### src/rtl/counters_pkg.sv
// Shared helpers for the counters library: count-width derivation and
// the wrap value (MAX-1) used by the modulus counters.
package counters_pkg;

    // Width needed to hold counts 0..max-1.
    function automatic int cnt_width(input int max);
        return $clog2(max);
    endfunction

    // Value a modulo-max counter wraps to or reloads from; callers cast to W bits.
    function automatic int wrap_value(input int max);
        return max - 1;
    endfunction

endpackage

### src/rtl/modulus_down_counter.sv
// Modulo-MAX down-counter with clamped parallel load and terminal-count flag.
// Optional halt-at-zero mode enabled by defining MODULUS_DOWN_COUNTER_ONESHOT_EN.
module modulus_down_counter
    import counters_pkg::*;
#(
    parameter int MAX = 53,
    localparam int W = cnt_width(MAX)
) (
    input  logic         clk,
    input  logic         reset,
    input  logic         enable_n,
    input  logic         load,
    input  logic [W-1:0] load_value,
`ifdef MODULUS_DOWN_COUNTER_ONESHOT_EN
    input  logic         oneshot,
    output logic         done,
`endif
    output logic [W-1:0] Q,
    output logic         tc
);

    localparam logic [W-1:0] WRAP = W'(wrap_value(MAX));

    logic [W-1:0] count_q;
    logic [W-1:0] count_d;

`ifdef MODULUS_DOWN_COUNTER_ONESHOT_EN
    logic done_q;
    logic done_d;
`endif

    // Zero test comes before the decrement, so no underflow is ever stored.
    always_comb begin
        count_d = count_q;
`ifdef MODULUS_DOWN_COUNTER_ONESHOT_EN
        done_d  = done_q;
`endif
        if (load) begin
            count_d = (load_value > WRAP) ? WRAP : load_value;
`ifdef MODULUS_DOWN_COUNTER_ONESHOT_EN
            done_d  = 1'b0;
`endif
        end else if (!enable_n) begin
            if (count_q == '0) begin
`ifdef MODULUS_DOWN_COUNTER_ONESHOT_EN
                if (oneshot) begin
                    count_d = '0;
                    done_d  = 1'b1;
                end else begin
                    count_d = WRAP;
                end
`else
                count_d = WRAP;
`endif
            end else begin
                count_d = count_q - W'(1);
            end
        end
    end

    always_ff @(posedge clk) begin
        if (reset) begin
            count_q <= WRAP;
        end else begin
            count_q <= count_d;
        end
    end

`ifdef MODULUS_DOWN_COUNTER_ONESHOT_EN
    always_ff @(posedge clk) begin
        if (reset) begin
            done_q <= 1'b0;
        end else begin
            done_q <= done_d;
        end
    end

    assign done = done_q;
`endif

    assign Q  = count_q;
    assign tc = (count_q == '0) && !enable_n;

endmodule
### config.mk
export PLATFORM = sky130hd
export DESIGN_NAME = modulus_down_counter
export DESIGN_NICKNAME = d
export VERILOG_FILES = /design/src/rtl/counters_pkg.sv /design/src/rtl/modulus_down_counter.sv
export SDC_FILE = /design/constraint.sdc
export NUM_CORES = 1
export LEC_CHECK = 0
export ABC_AREA = 1
export CAP_MARGIN = 10
export CORE_ASPECT_RATIO = 1.2
export CORE_MARGIN = 2
export CORE_UTILIZATION = 30
export DETAILED_ROUTE_END_ITERATION = 10
export DONT_BUFFER_PORTS = 1
export PLACE_DENSITY_LB_ADDON = 0.25
export SYNTH_ARGS = -nofsm -noshare
export SYNTH_HDL_FRONTEND = slang
export SYNTH_SLANG_ARGS = --single-unit
### constraint.sdc
create_clock -name clk -period 3.25 [get_ports clk]
set_input_delay 0.65 -clock clk [delete_from_list [all_inputs] [get_ports clk]]
set_output_delay 0.65 -clock clk [all_outputs]
set_load 0.005 [all_outputs]
==> results of run 1 <==
[final timing paths]
path	start	endpoint	depth (start not counted)
setup / recovery	Q[0]$_SDFFE_PP0P_	tc	4
hold / removal	Q[4]$_SDFFE_PP1P_	Q[4]$_SDFFE_PP1P_	2
setup reg to reg	Q[0]$_SDFFE_PP0P_	Q[4]$_SDFFE_PP1P_	6
hold reg to reg	Q[4]$_SDFFE_PP1P_	Q[4]$_SDFFE_PP1P_	2
[cell families (layout without fill, tap and decap cells)]
logic type,after synthesis,after routing,synth area share
adder cells (fa/ha/maj),2,2,0.0517
buffers and inverters,15,18,0.116
flip-flops,6,6,0.248
XOR/XNOR,1,1,0.0181
AND/OR/NAND/NOR,47,47,0.432
AO/OA/AOI/OAI,12,12,0.134
[area by class of cell]
type | count | area, µm² | share of cell area
clock buffer | 3 | 22.5 | 0.0427
tap | 17 | 21.3 | 0.0403
multi-input combinational | 62 | 308 | 0.583
inverter | 15 | 56.3 | 0.107
sequential | 6 | 120 | 0.227
[critical path, cell delays in order, from the launching register on]
cell and delay (ns):
sky130_fd_sc_hd__dfxtp_1 0.33, sky130_fd_sc_hd__inv_1 0.13, sky130_fd_sc_hd__ha_1 0.19, sky130_fd_sc_hd__nand3_2 0.12, sky130_fd_sc_hd__nor2_1 0.14
[power by group through the flow]
stage	sequential, mW	combinational (mW)	clock [mW]
after floorplan	0.0892	0.0431	0
after global placement	0.0920	0.0501	0
after detailed placement	0.0924	0.0511	0
after CTS	0.0909	0.0514	0.0724
after global routing	0.0920	0.0606	0.0778
final	0.0904	0.0508	0.0684
[per-layer routing]
metal	wire length, µm	track usage	vias to the layer above
met5	0	0	-
met4	11	0.0200	0
met3	61	0.0837	2
met2	554	0.260	11
met1	519	0.184	216
li1	-	-	268
[placed cells by master, fill, tap and decap left out]
cell type | synthesis | layout
sky130_fd_sc_hd__nand2_1 | 19 | 19
sky130_fd_sc_hd__inv_1 | 13 | 13
sky130_fd_sc_hd__nor2_1 | 13 | 13
sky130_fd_sc_hd__nand3_1 | 11 | 11
sky130_fd_sc_hd__dfxtp_1 | 6 | 6
sky130_fd_sc_hd__o21ai_0 | 5 | 5
sky130_fd_sc_hd__a21oi_1 | 3 | 3
sky130_fd_sc_hd__clkbuf_4 | 0 | 3
sky130_fd_sc_hd__inv_2 | 2 | 2
sky130_fd_sc_hd__o21ai_1 | 2 | 2
sky130_fd_sc_hd__ha_1 | 2 | 2
sky130_fd_sc_hd__nor2_2 | 1 | 1
sky130_fd_sc_hd__nand3_2 | 1 | 1
sky130_fd_sc_hd__nand2_2 | 1 | 1
sky130_fd_sc_hd__xnor2_1 | 1 | 1
sky130_fd_sc_hd__o211ai_1 | 1 | 1
sky130_fd_sc_hd__nand2_4 | 1 | 1
sky130_fd_sc_hd__o21bai_1 | 1 | 1
==> out/summary.json, run 1 <==
{
  "finalHoldViolations": {"value": 0},
  "tns_setup": {"value": 0, "unit": "ns"},
  "drtPass1Iterations": {"value": 4},
  "clkSinkCount": {"value": 6},
  "grt_pass1_vias": {"value": 473},
  "routed_via_density": {"value": 4.83},
  "report.final.slew_viol_count": {"value": 0},
  "postCtsSetupRepairBufs": {"value": 0},
  "drt_drc_violations_left": {"value": 0},
  "wp_data_arrival": {"value": 1.16, "unit": "ns"},
  "initialDrtViolationCount": {"value": 4},
  "clk_path_buf_depth": {"value": 2},
  "syn_avg_cell_area": {"value": 5.83, "unit": "µm²"},
  "synth_top_area_share": {"value": 0.248},
  "syn_inst": {"value": 83},
  "run_status": {"value": "complete, no violations"},
  "synth_top_flop_cell": {"value": "sky130_fd_sc_hd__dfxtp_1"},
  "p_comb_frac": {"value": 0.243},
  "clock_insertion_delay_worst_skew": {"value": 0.25, "unit": "ns"},
  "wl_per_cell": {"value": 11.1, "unit": "µm"},
  "gp_congestion": {"value": 0.822},
  "cts_tree": {"value": "built"},
  "synth_cell_area": {"value": 484, "unit": "µm²"},
  "cts.reportedPaths.clkPinSlew": {"value": 0.05, "unit": "ns"},
  "maxSlewHeadroom": {"value": 0.838},
  "syn2layout_area_growth": {"value": 9.04, "unit": "%"},
  "htree_levels": {"value": 1},
  "die_width": {"value": 40.7, "unit": "µm"},
  "critPathCaptureType": {"value": "output port"},
  "final_period_minus_worst_setup_slack": {"value": 1.81, "unit": "ns"},
  "finalCritPeriodShare": {"value": 0.556},
  "port_buffers": {"value": 0},
  "final_cell_area": {"value": 528, "unit": "µm²"},
  "grt-ovfl-total": {"value": 0},
  "netlist_top_cells_area": {"value": "sky130_fd_sc_hd__dfxtp_1 (25%), sky130_fd_sc_hd__nand2_1 (15%), sky130_fd_sc_hd__nand3_1 (11%)"},
  "seq_power_share": {"value": 0.431},
  "rsz_0062_raised_after_global_routing": {"value": "false"},
  "route.final.wire_length": {"value": 1.15, "unit": "mm"},
  "setup_slack_of_the_most_critical_reg_to_reg_path": {"value": 2.02, "unit": "ns"},
  "tightestPinTransition": {"value": 0.242, "unit": "ns"},
  "cellLeakagePower": {"value": 0.283, "unit": "nW"},
  "required": {"value": 2.60, "unit": "ns"},
  "synth-seq-cells": {"value": 6},
  "rows": {"value": 15},
  "grt_pass1_wl": {"value": 2.03, "unit": "mm"},
  "min-delay-path-class": {"value": "reg2reg"},
  "die_h": {"value": 48.0, "unit": "µm"},
  "proportion_of_synthesized_flip_flops_having_asynchronous_set_or_reset": {"value": 0},
  "power_per_cell_area": {"value": 397, "unit": "nW/µm²"},
  "track_usage": {"value": 0.158},
  "design.die.area": {"value": 1950, "unit": "µm²"},
  "layout.nets": {"value": 100},
  "maxCapViolations": {"value": 0},
  "grt_antenna_before_repair": {"value": 0},
  "vias": {"value": 497},
  "critPathLaunchType": {"value": "flop"},
  "core_area": {"value": 1480, "unit": "µm²"},
  "number_of_ports_placed_on_the_die_boundary": {"value": 17},
  "clkPwrFrac": {"value": 0.326},
  "synth_seq_area_share": {"value": 0.248},
  "switching_power_total": {"value": 67.0, "unit": "µW"},
  "post-synth-top-count-cell": {"value": "sky130_fd_sc_hd__nand2_1"},
  "post_synth_most_frequent_cells": {"value": "sky130_fd_sc_hd__nand2_1 (19), sky130_fd_sc_hd__inv_1 (13), sky130_fd_sc_hd__nor2_1 (13)"},
  "post_synth_num_cell_types": {"value": 17},
  "cts-buffers-inserted": {"value": 3},
  "synth_top_cell_by_area": {"value": "sky130_fd_sc_hd__dfxtp_1"},
  "path_max_fanout": {"value": 5},
  "dpl_worst_slack": {"value": 1.70, "unit": "ns"},
  "placed_cell_area": {"value": 505, "unit": "µm²"},
  "number_of_standard_cells_in_the_final_layout_excluding_fillers": {"value": 103},
  "cts_hold_repair.buffers": {"value": 0},
  "diodes": {"value": 0},
  "start_util": {"value": 0.327},
  "layout-drive-gt1-share": {"value": 0.105},
  "hold_ws": {"value": 0.573, "unit": "ns"},
  "final_worst_setup_slack": {"value": 1.44, "unit": "ns"},
  "finalCoreUtilization": {"value": 0.356},
  "grt_start_max_net_pins": {"value": 11},
  "clock-root-buffer": {"value": "sky130_fd_sc_hd__clkbuf_4"},
  "fillCellCount": {"value": 172},
  "dpl.hpwl": {"value": 916, "unit": "µm"},
  "totalPowerFinal": {"value": 210, "unit": "µW"},
  "dp.cells": {"value": 100},
  "intPower": {"value": 143, "unit": "µW"},
  "critical_path_type": {"value": "reg2out"},
  "synth.net_count": {"value": 95},
  "largest_reg_flops": {"value": 6},
  "fmaxAchievable": {"value": 0.554, "unit": "GHz"},
  "synth_enable_flop_cells": {"value": 0},
  "power.switching_fraction": {"value": 0.320},
  "yosysWarningCount": {"value": 0},
  "worst_ir_drop_vdd": {"value": 0.000163, "unit": "V"},
  "finalSetupViolations": {"value": 0},
  "post_cts_resized": {"value": 0},
  "final_antenna_net_count": {"value": 0},
  "clock-skew-final": {"value": 0.00827, "unit": "ns"}
}
Power figures use the tool's default switching activity.
==> run 2, diff against run 1 <==
==> constraint.sdc (replaced) <==
create_clock -name clk -period 1.8 [get_ports clk]
set_input_delay 0.36 -clock clk [delete_from_list [all_inputs] [get_ports clk]]
set_output_delay 0.36 -clock clk [all_outputs]
set_load 0.005 [all_outputs]
==> out/summary.json, run 2 (same netlist as run 1, synthesis figures left out) <==
{
  "run_status": {"value": "complete, no violations"},
  "rows": {"value": 15},
  "port_buffers": {"value": 0},
  "wl_per_cell": {"value": 10.7, "unit": "µm"},
  "cp_cell_sequence": {"value": "inv_1, ha_1, nand3_2, nor2_1"},
  "clk_path_buf_depth": {"value": 2},
  "final_common_cell": {"value": "sky130_fd_sc_hd__nand2_1"},
  "tightestPinTransition": {"value": 0.243, "unit": "ns"},
  "layout-drive-gt1-share": {"value": 0.105},
  "grt_start_max_net_pins": {"value": 11},
  "critPathCapture": {"value": "tc"},
  "gp_congestion": {"value": 0.823},
  "tns_setup": {"value": 0, "unit": "ns"},
  "route.final.wire_length": {"value": 1.10, "unit": "mm"},
  "required": {"value": 1.44, "unit": "ns"},
  "final_period_minus_worst_setup_slack": {"value": 1.49, "unit": "ns"},
  "clock_insertion_delay_worst_skew": {"value": 0.24, "unit": "ns"},
  "fillCellCount": {"value": 176},
  "htree_levels": {"value": 1},
  "postCtsSetupRepairBufs": {"value": 0},
  "grt_antenna_before_repair": {"value": 0},
  "critPathLaunchType": {"value": "flop"},
  "critPathCaptureType": {"value": "output port"},
  "core_area": {"value": 1480, "unit": "µm²"},
  "setup.worst_path.start": {"value": "Q[0]$_SDFFE_PP0P_"},
  "critical_path_type": {"value": "reg2out"},
  "final_antenna_net_count": {"value": 0},
  "cts-buffers-inserted": {"value": 3},
  "design.die.area": {"value": 1950, "unit": "µm²"},
  "rr_startpoint": {"value": "Q[0]$_SDFFE_PP0P_"},
  "timing.critical_path.depth": {"value": 4},
  "wp_data_arrival": {"value": 1.13, "unit": "ns"},
  "min-delay-path-class": {"value": "in2reg"},
  "slowest_stage": {"value": "sky130_fd_sc_hd__dfxtp_1"},
  "grt_pass1_vias": {"value": 437},
  "drt_drc_violations_left": {"value": 0},
  "number_of_ports_placed_on_the_die_boundary": {"value": 17},
  "cts_tree": {"value": "built"},
  "vias": {"value": 498},
  "diodes": {"value": 0},
  "die_h": {"value": 48.0, "unit": "µm"},
  "rsz_0062_raised_after_global_routing": {"value": "false"},
  "setup_slack_of_the_most_critical_reg_to_reg_path": {"value": 0.57, "unit": "ns"},
  "drtPass1Iterations": {"value": 4},
  "clock-root-buffer": {"value": "sky130_fd_sc_hd__clkbuf_4"},
  "routed_via_density": {"value": 4.83},
  "initialDrtViolationCount": {"value": 9},
  "final_cell_mix": {"value": "sky130_fd_sc_hd__nand2_1 (19), sky130_fd_sc_hd__inv_1 (13), sky130_fd_sc_hd__nor2_1 (13)"},
  "cpLargestDelayFamily": {"value": "flip-flops"},
  "maxCapViolations": {"value": 0},
  "grt_pass1_wl": {"value": 1.83, "unit": "mm"},
  "layout.nets": {"value": 100},
  "dpl.hpwl": {"value": 897, "unit": "µm"},
  "worstHoldStart": {"value": "enable_n"},
  "syn2layout_area_growth": {"value": 9.04, "unit": "%"},
  "cellLeakagePower": {"value": 0.283, "unit": "nW"},
  "worst_ir_drop_vdd": {"value": 0.000382, "unit": "V"},
  "cts_hold_repair.buffers": {"value": 0},
  "power_per_cell_area": {"value": 708, "unit": "nW/µm²"},
  "cts.reportedPaths.clkPinSlew": {"value": 0.04, "unit": "ns"},
  "largest_reg_flops": {"value": 6},
  "critical_path.reg2reg.endpoint": {"value": "Q[4]$_SDFFE_PP1P_"},
  "track_usage": {"value": 0.143},
  "critPathBufInv": {"value": 1},
  "clock-skew-final": {"value": 0.00140, "unit": "ns"},
  "post_cts_resized": {"value": 0},
  "reg2regPathDepth": {"value": 6},
  "finalCritPeriodShare": {"value": 0.829},
  "report.final.slew_viol_count": {"value": 0},
  "finalSetupViolations": {"value": 0},
  "die_width": {"value": 40.7, "unit": "µm"},
  "fmaxAchievable": {"value": 0.670, "unit": "GHz"},
  "maxSlewHeadroom": {"value": 0.838},
  "slowest_delay": {"value": 0.32, "unit": "ns"},
  "clkSinkCount": {"value": 6},
  "totalPowerFinal": {"value": 374, "unit": "µW"},
  "start_util": {"value": 0.327},
  "path_max_fanout": {"value": 5},
  "finalHoldViolations": {"value": 0},
  "grt-ovfl-total": {"value": 0}
}
## run 2: cell counts in the layout (fill, tap and decap cells not counted)
Identical to the previous run, type by type.
## run 2: power by group
| group | switching [mW] | internal [mW] |
|---|---|---|
| Sequential | 0.0178 | 0.146 |
| Clock | 0.0431 | 0.0751 |
| Combinational | 0.0555 | 0.0365 |
| Total | 0.116 | 0.257 |
## run 2: worst reg2reg max path, stage by stage, from the launching register on
cell                       delay (ns)
sky130_fd_sc_hd__dfxtp_1         0.36
sky130_fd_sc_hd__inv_1           0.11
sky130_fd_sc_hd__ha_1            0.22
sky130_fd_sc_hd__nand3_2         0.11
sky130_fd_sc_hd__nand2_2         0.08
sky130_fd_sc_hd__o21bai_1        0.14
sky130_fd_sc_hd__nand3_1         0.08
## run 2: metal layers
metal / GRT usage / vias to the layer above / part of all wire
li1: - / 269 / -
met1: 0.169 / 213 / 0.46
met2: 0.225 / 14 / 0.48
met3: 0.0698 / 2 / 0.061
met4: 0.0400 / 0 / 0.0054
met5: 0 / - / 0
## run 2: metrics by stage
step	worst slack, ns	hold slack [ns]	std cells	area, µm²	util
2_1_floorplan	0.629	0.514	83	484	-
3_3_place_gp	0.582	0.527	100	505	0.341
3_5_place_dp	0.551	0.536	100	505	0.341
4_1_cts	0.284	0.286	103	528	0.356
5_1_grt	0.208	0.305	103	528	0.356
6_report	0.307	0.294	103	528	0.356
## run 2: layout make-up
type                    count  area (µm²)  share of cell area
flip-flops and latches      6         120               0.227
multi-input cells          62         308               0.583
inverters                  15        56.3               0.107
well taps                  17        21.3              0.0403
clock buffers               3        22.5              0.0427
## run 2: worst min-delay path by stage
stage               cells after the start  slack [ns]           endpoint
global placement                        2        0.53  Q[4]$_SDFFE_PP1P_
CTS                                     2        0.29  Q[4]$_SDFFE_PP1P_
floorplan                               2        0.51  Q[4]$_SDFFE_PP1P_
detailed placement                      2        0.54  Q[4]$_SDFFE_PP1P_
finish                                  2        0.29  Q[4]$_SDFFE_PP1P_
global route                            2        0.30  Q[4]$_SDFFE_PP1P_
